<file path="src/rtl/nibble_serial_adder_ctrl_if.sv">
// Operand/result handshake bundle for the nibble-serial adder sequencer.
// master = producer/consumer side, slave = the sequencer.
interface nibble_serial_adder_ctrl_if #(
    parameter int NIBBLES = 4
);
    localparam int W = 4 * NIBBLES;

    logic         in_valid;
    logic         in_ready;
    logic [W-1:0] a_in;
    logic [W-1:0] b_in;
    logic         cin;
    logic         op_sub;
    logic         out_valid;
    logic         out_ready;
    logic [W-1:0] sum_out;
    logic         cout_out;
    logic         busy;

    modport master (
        output in_valid, a_in, b_in, cin, op_sub, out_ready,
        input  in_ready, out_valid, sum_out, cout_out, busy
    );

    modport slave (
        input  in_valid, a_in, b_in, cin, op_sub, out_ready,
        output in_ready, out_valid, sum_out, cout_out, busy
    );
endinterface

</file>
<file path="src/rtl/nibble_serial_adder_ctrl.sv">
// Wide add/subtract built by walking one 4-bit ripple slice over NIBBLES cycles, LSB nibble first.
// States: IDLE accept operands | RUN one nibble per cycle | DONE hold result until out_ready.
module f_adder4 (
    input  logic [3:0] a,
    input  logic [3:0] b,
    input  logic       cin,
    output logic [3:0] sum,
    output logic       cout
);
    logic [4:0] c;

    assign c[0] = cin;
    for (genvar i = 0; i < 4; i++) begin : g_bit
        assign sum[i]  = a[i] ^ b[i] ^ c[i];
        assign c[i+1]  = (a[i] & b[i]) | (c[i] & (a[i] ^ b[i]));
    end
    assign cout = c[4];
endmodule

module nibble_serial_adder_ctrl #(
    parameter int NIBBLES = 4
) (
    input  logic                     clk,
    input  logic                     rst,
    nibble_serial_adder_ctrl_if.slave bus
);
    localparam int W  = 4 * NIBBLES;
    localparam int IW = $clog2(NIBBLES);
    localparam logic [IW-1:0] LAST = IW'(NIBBLES - 1);

    typedef enum logic [1:0] {IDLE, RUN, DONE} state_t;

    state_t        state;
    logic [W-1:0]  a_q;
    logic [W-1:0]  b_q;
    logic          sub_q;
    logic          carry;
    logic [IW-1:0] idx;

    logic [3:0]    a_nib;
    logic [3:0]    b_nib;
    logic [3:0]    slice_sum;
    logic          slice_cout;

    // Subtract is A + ~B + 1: the +1 enters through the preset carry register.
    assign a_nib = a_q[4*idx +: 4];
    assign b_nib = sub_q ? ~b_q[4*idx +: 4] : b_q[4*idx +: 4];

    f_adder4 u_slice (
        .a    (a_nib),
        .b    (b_nib),
        .cin  (carry),
        .sum  (slice_sum),
        .cout (slice_cout)
    );

    always_ff @(posedge clk) begin
        if (rst) begin
            state         <= IDLE;
            a_q           <= '0;
            b_q           <= '0;
            sub_q         <= 1'b0;
            carry         <= 1'b0;
            idx           <= '0;
            bus.in_ready  <= 1'b1;
            bus.out_valid <= 1'b0;
            bus.busy      <= 1'b0;
            bus.sum_out   <= '0;
            bus.cout_out  <= 1'b0;
        end else begin
            case (state)
                IDLE: begin
                    if (bus.in_valid && bus.in_ready) begin
                        a_q          <= bus.a_in;
                        b_q          <= bus.b_in;
                        sub_q        <= bus.op_sub;
                        carry        <= bus.op_sub | bus.cin;
                        idx          <= '0;
                        bus.in_ready <= 1'b0;
                        bus.busy     <= 1'b1;
                        state        <= RUN;
                    end
                end
                RUN: begin
                    bus.sum_out[4*idx +: 4] <= slice_sum;
                    carry                   <= slice_cout;
                    if (idx == LAST) begin
                        idx           <= '0;
                        bus.cout_out  <= slice_cout;
                        bus.out_valid <= 1'b1;
                        state         <= DONE;
                    end else begin
                        idx <= idx + 1'b1;
                    end
                end
                DONE: begin
                    if (bus.out_ready) begin
                        bus.out_valid <= 1'b0;
                        bus.in_ready  <= 1'b1;
                        bus.busy      <= 1'b0;
                        state         <= IDLE;
                    end
                end
                default: state <= IDLE;
            endcase
        end
    end
endmodule

</file>
<file path="src/flat_wrapper.sv">
// flat-port wrapper written by rule: the top's interface ports become plain ports
module nibble_serial_adder_ctrl_flat 
#(
    parameter int NIBBLES = 4
)
  (clk, rst, bus_in_valid, bus_a_in, bus_b_in, bus_cin, bus_op_sub, bus_out_ready, bus_in_ready, bus_out_valid, bus_sum_out, bus_cout_out, bus_busy);
  nibble_serial_adder_ctrl_if #(.NIBBLES(NIBBLES)) bus_i ();
  input  logic clk;
  input  logic rst;
  input wire logic [$bits(bus_i.in_valid)-1:0] bus_in_valid;
  input wire logic [$bits(bus_i.a_in)-1:0] bus_a_in;
  input wire logic [$bits(bus_i.b_in)-1:0] bus_b_in;
  input wire logic [$bits(bus_i.cin)-1:0] bus_cin;
  input wire logic [$bits(bus_i.op_sub)-1:0] bus_op_sub;
  input wire logic [$bits(bus_i.out_ready)-1:0] bus_out_ready;
  output wire logic [$bits(bus_i.in_ready)-1:0] bus_in_ready;
  output wire logic [$bits(bus_i.out_valid)-1:0] bus_out_valid;
  output wire logic [$bits(bus_i.sum_out)-1:0] bus_sum_out;
  output wire logic [$bits(bus_i.cout_out)-1:0] bus_cout_out;
  output wire logic [$bits(bus_i.busy)-1:0] bus_busy;
  assign bus_i.in_valid = bus_in_valid;
  assign bus_i.a_in = bus_a_in;
  assign bus_i.b_in = bus_b_in;
  assign bus_i.cin = bus_cin;
  assign bus_i.op_sub = bus_op_sub;
  assign bus_i.out_ready = bus_out_ready;
  assign bus_in_ready = bus_i.in_ready;
  assign bus_out_valid = bus_i.out_valid;
  assign bus_sum_out = bus_i.sum_out;
  assign bus_cout_out = bus_i.cout_out;
  assign bus_busy = bus_i.busy;
  nibble_serial_adder_ctrl #(.NIBBLES(NIBBLES)) u_core (.clk(clk), .rst(rst), .bus(bus_i));
endmodule
</file>
<file path="config.mk">
export PLATFORM = sky130hd
export DESIGN_NAME = nibble_serial_adder_ctrl_flat
export DESIGN_NICKNAME = d
export VERILOG_FILES = /design/src/rtl/nibble_serial_adder_ctrl_if.sv /design/src/rtl/nibble_serial_adder_ctrl.sv /design/src/flat_wrapper.sv
export SDC_FILE = /design/constraint.sdc
export NUM_CORES = 1
export LEC_CHECK = 0
export BUFFER_PORTS_ARGS = -buffer_cell sky130_fd_sc_hd__buf_2
export CORE_UTILIZATION = 45
export DETAILED_ROUTE_END_ITERATION = 8
export HOLD_SLACK_MARGIN = 0.08
export MAX_ROUTING_LAYER = met4
export PLACE_DENSITY = 0.68
export SETUP_SLACK_MARGIN = 0.2
export SYNTH_ARGS = -nofsm -noshare
export SYNTH_HDL_FRONTEND = slang
export SYNTH_HIERARCHICAL = 1
export SYNTH_SLANG_ARGS = --single-unit
</file>
<file path="constraint.sdc">
create_clock -name clk -period 4.18 [get_ports clk]
set_input_delay 0.627 -clock clk [delete_from_list [all_inputs] [get_ports clk]]
set_output_delay 0.627 -clock clk [all_outputs]
set_load 0.05 [all_outputs]
</file>
==> results.py, run 1 <==
metrics = {
    "status": {
        "status": "completed",
    },
    "grt": {
        "overflow": 0,
        "antenna_found_initial": 0,
        "grt_use_total_pct": 19.1,
        "grt_pass1_wl_um": 9040,
        "grt_max_degree": 61,
        "grt_pass1_vias": 2021,
    },
    "timing": {
        "fmax_mhz": 309,
        "finalHoldViolations": 0,
        "finalSetupViolations": 0,
        "slew_viol_final": 0,
        "setup_tns_ps": 0,
        "worst_clock_skew_ps": 9.52,
        "tightestPinTransition_ps": 1050,
        "relSlewSlack_pct": 30.0,
        "fin_crit_ps": 3240,
        "min_period_over_period_pct": 77.5,
        "hold_ws_ps": 450,
        "rsz0062_at_grt": "no",
    },
    "power": {
        "power_frac_comb_pct": 14.4,
        "peakVddDrop_uv": 356,
        "p_leak_uw": 0.00134,
        "internal-power_uw": 931,
        "p_clk_share_pct": 39.7,
        "power.density_nw_per_um2": 413,
        "p_sw_uw": 377,
        "swShare_pct": 28.8,
        "pwr-share-seq_pct": 45.9,
    },
    "yosys": {
        "async_flop_share_pct": 0,
        "seq_area_frac_synth_pct": 43.0,
        "synthTopCellsByArea": "dfxtp_1, nand2_1, a21oi_1, mux4_1, fa_1",
        "synth.cell_area_um2": 2700,
        "synth-main-ff-cell": "dfxtp_1",
        "yosys-top-cells-count": "nand2_1, dfxtp_1, a21oi_1",
        "syn_nets": 350,
        "netlist-cell-type-count": 32,
        "synth.avg_cell_area_um2": 8.93,
        "ys_warn_count": 6,
        "yosys.area.top_type_share_pct": 43.0,
        "netlist_instances": 302,
        "synth.largest_area_cell": "dfxtp_1",
        "synth-seq-cells": 58,
        "synth.most_common_cell": "nand2_1",
        "synth_edf_count": 0,
    },
    "finish": {
        "fill_cells": 535,
        "final_area_um2": 3170,
        "syn_to_final_growth_pct": 17.5,
        "drive_gt1_share_pct": 23.7,
        "nNetsFinal": 401,
        "diodes": 0,
        "fin_util_pct": 56.2,
    },
    "run": {
        "cap_violations": 0,
    },
    "route": {
        "via_count": 2229,
        "met3_length_um": 266,
        "top_layer_used": "met4",
        "drt_iter0_markers": 103,
        "met2_length_um": 2570,
        "postRouteAntennaNets": 0,
        "wl_met1_um": 2510,
        "avgViaCountPerCell": 5.18,
        "drc": 0,
        "wirelength_um": 5430,
        "wire_per_inst_um": 12.6,
        "firstDrtPassIters": 4,
    },
    "placed_design": {
        "post_dp_cell_area_um2": 2970,
        "dp_hpwl_um": 3670,
        "io_buffers": 57,
        "gp_congestion": 0.779,
    },
    "cts": {
        "root_buffer": "clkbuf_8",
        "clk_path_buf_depth": 2,
        "cts_tree": "done",
        "cts_hold_buf": 0,
        "post_cts_buffers": 0,
        "cts-buffers-inserted": 9,
        "clkTransAtPathRegs_ps": 70,
        "worstSkewPairLatency_ps": 340,
        "cts_num_sinks": 58,
        "h-tree-depth": 3,
        "ctsResizeCount": 0,
    },
    "critical_path": {
        "required_ps": 4430,
        "crit_type": "reg2reg",
        "arrival_ps": 3490,
        "cp_max_fo": 13,
        "critPathLaunchType": "flop",
        "end_kind": "flop",
    },
    "floorplan": {
        "die_w_um": 79.4,
        "start_util_pct": 47.8,
        "core_um2": 5640,
        "die_height_um": 79.4,
        "rows": 27,
        "dieArea_um2": 6310,
        "io_pins": 58,
    },
    "worst_hold_path": {
        "hp-class": "reg2reg",
    },
}
## routing by layer
metal / global-route usage (%) / up-vias
met2: 31.3 / 55
met3: 6.17 / 7
met5: - / -
met1: 22.4 / 1036
met4: 5.09 / 0
li1: - / 1131
## worst max-delay path, stage by stage (launching register included)
cell and delay (ps):
dfxtp_1 320, buf_4 210, mux4_1 590, xor2_1 170
fa_1 390, inv_1 70, fa_1 150, inv_1 50
fa_1 350, inv_1 70, fa_1 400, inv_1 140
nand3_1 90, a21oi_1 140
## stage by stage
stage | worst slack [ps] | power [µW] | instances
6_report | 940 | 1310 | 430
5_1_grt | 795 | 1370 | 430
4_1_cts | 931 | 1320 | 430
3_5_place_dp | 956 | 803 | 414
3_3_place_gp | 1030 | 799 | 414
2_1_floorplan | 1140 | 755 | 302
## logic make-up (layout without fill, tap and decap cells)
family                     Yosys count  after routing  synth area share [%]
muxes                                8              8                  7.79
DFF                                 58             58                  43.0
adders and majority gates           10             10                  5.75
buffers and inverters               34             90                  6.72
AOI/OAI and AO/OA                   62             62                  12.7
xor gates and xnor gates             4              4                  1.30
and+or+nand+nor                    126            126                  22.7
## flip-flops by register name (all words and copies together), names as in the netlist
| register | cells |
|---|---|
| u_core/bus.out_valid | 1 |
| u_core/bus.cout_out | 1 |
| u_core/carry | 1 |
| u_core/a_q | 16 |
| u_core/b_q | 16 |
| u_core/state | 2 |
| u_core/bus.in_ready | 1 |
| u_core/bus.busy | 1 |
| u_core/sub_q | 1 |
| u_core/bus.sum_out | 16 |
| u_core/idx | 2 |
## layout by cell type, fill, tap and decap left out, types with 2 or more instances in the layout
cell type | Yosys | final
a21oi_1 | 52 | 52
a31o_2 | 4 | 4
and3b_1 | 4 | 4
and4bb_2 | 2 | 2
buf_2 | 7 | 57
buf_4 | 2 | 3
clkbuf_8 | 0 | 9
clkinv_4 | 0 | 2
clkinvlp_4 | 0 | 3
dfxtp_1 | 58 | 58
fa_1 | 4 | 4
ha_1 | 6 | 6
inv_1 | 14 | 14
mux4_1 | 8 | 8
nand2_1 | 83 | 83
nand2b_1 | 3 | 3
nand3_1 | 16 | 16
nand3b_1 | 5 | 5
nor2_1 | 2 | 2
nor3b_1 | 4 | 4
o21ai_0 | 2 | 2
xor2_1 | 4 | 4
## power by group through the flow
stage	Clock, µW	Combinational [µW]	Sequential (µW)
2_1_floorplan	0	134	621
3_3_place_gp	0	186	613
3_5_place_dp	0	189	614
4_1_cts	532	190	601
5_1_grt	556	209	605
6_report	519	188	601
## final timing paths
kind,from,to,slack [ps],cells past startpoint
worst min register to register,u_core/bus.sum_out[12],u_core/bus.sum_out[12],450,2
worst min-delay path,u_core/bus.sum_out[12],u_core/bus.sum_out[12],450,2
worst max-delay path,u_core/idx[1],u_core/bus.sum_out[15],940,13
worst max register to register,u_core/idx[1],u_core/bus.sum_out[15],940,13
## area by class of cell
type | instances | area (µm²) | share of cell area, %
multi-input cells | 210 | 1360 | 42.8
clock buffers | 9 | 124 | 3.91
well taps | 72 | 90.1 | 2.84
clock inverters | 7 | 78.8 | 2.49
flip-flops and latches | 58 | 1160 | 36.6
inverters | 14 | 52.6 | 1.66
repair buffers | 60 | 308 | 9.71
Note: power is estimated with default switching activity, not from simulation.
==> run 2: changes to the inputs <==
--- a/config.mk
+++ b/config.mk
@@ -5,12 +5,13 @@
 export SDC_FILE = /design/constraint.sdc
 export NUM_CORES = 1
 export LEC_CHECK = 0
+export ABC_AREA = 1
 export BUFFER_PORTS_ARGS = -buffer_cell sky130_fd_sc_hd__buf_2
 export CORE_UTILIZATION = 45
 export DETAILED_ROUTE_END_ITERATION = 8
 export HOLD_SLACK_MARGIN = 0.08
 export MAX_ROUTING_LAYER = met4
-export PLACE_DENSITY = 0.68
+export PLACE_DENSITY = 0.7
 export SETUP_SLACK_MARGIN = 0.2
 export SYNTH_ARGS = -nofsm -noshare
 export SYNTH_HDL_FRONTEND = slang
==> constraint.sdc (replaced) <==
create_clock -name clk -period 2.64 [get_ports clk]
set_input_delay 0.396 -clock clk [delete_from_list [all_inputs] [get_ports clk]]
set_output_delay 0.396 -clock clk [all_outputs]
set_load 0.05 [all_outputs]
==> run 2 against run 1 <==
Against the previous run: the flow now finishes with violations (setup timing); sequential share of layout area is 2.7 points lower; count of clock-buffer cells in the layout up 2; via count is 18% higher; combinational power grew to 2.7 times the previous value; worst hold slack lost 130 ps.
==> results.py, run 2 <==
metrics = {
    "yosys": {
        "synth.mux.area_fraction_pct": 0,
        "synth_edf_count": 0,
        "seq_area_frac_synth_pct": 41.6,
        "yosys.area.top_type_share_pct": 41.6,
        "synthAdderAreaFrac_pct": 5.56,
        "ys_warn_count": 6,
        "syn_nets": 429,
        "synth-main-ff-cell": "dfxtp_1",
        "synth_simple_gate_area_share_pct": 29.1,
        "synth.cell_area_um2": 2790,
        "synth-seq-cells": 58,
        "netlist_instances": 381,
        "synth-xor-area-share_pct": 0,
        "async_flop_share_pct": 0,
        "synth.avg_cell_area_um2": 7.33,
        "synth.most_common_cell": "nand2_1",
        "synth_compound_area_share_pct": 14.0,
        "synth_top_family_by_area": "simple AND/OR/NAND/NOR gates",
        "synthTopCellsByArea": "dfxtp_1, nand2_1, a21oi_1, nand3_1, inv_1",
        "yosys-top-cells-count": "nand2_1, dfxtp_1, a21oi_1",
        "netlist-cell-type-count": 26,
        "synth.largest_area_cell": "dfxtp_1",
    },
    "finish": {
        "diodes": 0,
        "final_cell_count_no_fill": 521,
        "fill_cells": 594,
        "drive_gt1_share_pct": 28.5,
        "layout_common_cells": "nand2_1, buf_2, dfxtp_1",
        "reg_top3": "u_core/a_q: 16 flops, u_core/b_q: 16 flops, u_core/bus.sum_out: 16 flops",
        "syn_to_final_growth_pct": 23.0,
        "layout_commonest_cell": "nand2_1",
        "nNetsFinal": 489,
    },
    "placed_design": {
        "dp_cells": 504,
        "place_ws_ps": -181,
        "gp_congestion": 0.880,
        "io_buffers": 57,
        "dp_hpwl_um": 4790,
    },
    "critical_path": {
        "r2r_end": "u_core/bus.sum_out[7]",
        "required_ps": 2900,
        "cp_max_fo": 7,
        "critPathLaunchType": "flop",
        "arrival_ps": 2990,
        "reg2reg_from": "u_core/idx[0]",
        "reg2reg_depth": 18,
        "end_kind": "flop",
        "crit_type": "reg2reg",
        "r2r_slack_ps": -80,
    },
    "cts": {
        "cts_tree": "done",
        "cts_num_sinks": 58,
        "cts_hold_buf": 0,
        "cts-buffers-inserted": 9,
        "clk_path_buf_depth": 2,
        "worstSkewPairLatency_ps": 340,
        "root_buffer": "clkbuf_8",
        "h-tree-depth": 3,
        "clkTransAtPathRegs_ps": 70,
    },
    "timing": {
        "rsz0062_at_grt": "yes",
        "worst_clock_skew_ps": 5.32,
        "fmax_mhz": 367,
        "slew_viol_final": 0,
        "tightestPinTransition_ps": 766,
        "fin_crit_ps": 2720,
        "finalSetupViolations": 4,
        "finalHoldViolations": 0,
        "setup_slack_ps": -84.3,
        "min_period_over_period_pct": 103,
        "relSlewSlack_pct": 48.7,
    },
    "grt": {
        "overflow": 0,
        "grt_max_degree": 41,
        "antenna_found_initial": 0,
        "grt_use_total_pct": 23.6,
        "grt_pass1_wl_um": 11100,
        "grt_pass1_vias": 2351,
    },
    "route": {
        "postRouteAntennaNets": 0,
        "drc": 0,
        "avgViaCountPerCell": 5.03,
        "wirelength_um": 6920,
        "via_count": 2621,
        "drt_iter0_markers": 129,
        "firstDrtPassIters": 4,
        "wire_per_inst_um": 13.3,
    },
    "floorplan": {
        "start_util_pct": 46.9,
        "io_pins": 58,
        "core_um2": 5960,
        "die_height_um": 80.8,
        "rows": 28,
        "die_w_um": 80.8,
        "dieArea_um2": 6520,
    },
    "worst_hold_path": {
        "holdPathStages": 3,
        "hp-class": "in2reg",
        "min_to": "u_core/a_q[6]",
        "hold_start": "bus_a_in[6]",
    },
    "status": {
        "status": "complete, but fails checks",
        "violations": "setup timing",
    },
    "power": {
        "p_leak_uw": 0.00148,
        "power.density_nw_per_um2": 697,
        "peakVddDrop_uv": 422,
    },
    "run": {
        "cap_violations": 0,
    },
}
-- run 2: cell count changes after synthesis, moves of 4 or more --
cell	before	now
nand3_1	16	50
nand2_1	83	108
nor2_1	2	19
inv_1	14	25
mux4_1	8	0
o21ai_0	2	9
nand3b_1	5	0
a21oi_2	0	4
a31o_2	4	0
and3b_1	4	0
nand3_2	0	4
nor3b_1	4	0
o22ai_1	0	4
xor2_1	4	0
-- run 2: routing by layer --
layer / routed length [µm] / track usage, %
met1: 3060 / 28.1
met2: 3470 / 39.1
met3: 348 / 5.06
met4: 39 / 9.11
met5: 0 / -
-- run 2: how the worst max path moves through the flow --
stage                              from                     end  slack [ps]  depth (start not counted)
after floorplan           u_core/idx[0]  u_core/bus.sum_out[15]        -150                         17
after global placement    u_core/idx[1]  u_core/bus.sum_out[15]         -70                         17
after detailed placement  u_core/idx[1]  u_core/bus.sum_out[15]        -180                         17
after CTS                 u_core/idx[0]   u_core/bus.sum_out[7]         -50                         18
after global routing      u_core/idx[0]   u_core/bus.sum_out[7]        -210                         18
final                     u_core/idx[0]   u_core/bus.sum_out[7]         -80                         18
-- run 2: final cells by class --
class | count | area [µm²] | area share (%)
clock buffers | 11 | 141 | 4.12
multi-input cells | 271 | 1430 | 41.7
clock inverters | 5 | 77.6 | 2.26
flip-flops and latches | 58 | 1170 | 34.0
well taps | 75 | 93.8 | 2.73
repair buffers | 72 | 402 | 11.7
inverters | 29 | 121 | 3.53
-- run 2: through the flow --
| step | TNS [ps] | hold slack, ps | util [%] | area [µm²] | power (µW) |
|---|---|---|---|---|---|
| 2_1_floorplan | -289 | 436 | - | 2840 | 1330 |
| 3_3_place_gp | -147 | 447 | 52.9 | 3150 | 1440 |
| 3_5_place_dp | -499 | 451 | 52.9 | 3150 | 1460 |
| 4_1_cts | -123 | 312 | 57.0 | 3390 | 2380 |
| 5_1_grt | -732 | 315 | 57.7 | 3430 | 2520 |
| 6_report | -247 | 322 | 57.7 | 3430 | 2390 |
-- run 2: kinds of logic (layout without fill, tap and decap cells) --
family,after synthesis,in the layout
adder cells (fa/ha/maj),10,10
flip-flops,58,58
AO/OA/AOI/OAI,73,73
buffers and inverters,52,117
AND/OR/NAND/NOR,188,188
-- run 2: worst max-delay path: stages, from the launching register on --
cell     delay (ps)
dfxtp_4         380
inv_6            80
nand2_2          50
nand3_2          70
nand2_1          60
nand2_1          70
nand2_2          60
fa_2            330
inv_2            60
fa_2            200
inv_2            40
fa_2            330
inv_2            60
fa_1            410
inv_2            90
nand2_4          60
nor2_4           80
nand2_1          70
a21oi_2         130
-- run 2: power breakdown --
group / leakage (µW) / internal, µW / switching (µW)
clock network: 0.000109 / 554 / 358
registers: 0.000474 / 927 / 40.8
logic: 0.000891 / 193 / 322
total: 0.00148 / 1670 / 721
-- run 2: repair_timing --
| action | 4_1_cts | 5_1_grt |
|---|---|---|
| endpoints found under the setup margin | 9 | 10 |
| gates resized for setup | 10 | 9 |
| pin swaps | 5 | 1 |
| buffers inserted | 0 | 1 |
| gates cloned | 0 | 0 |
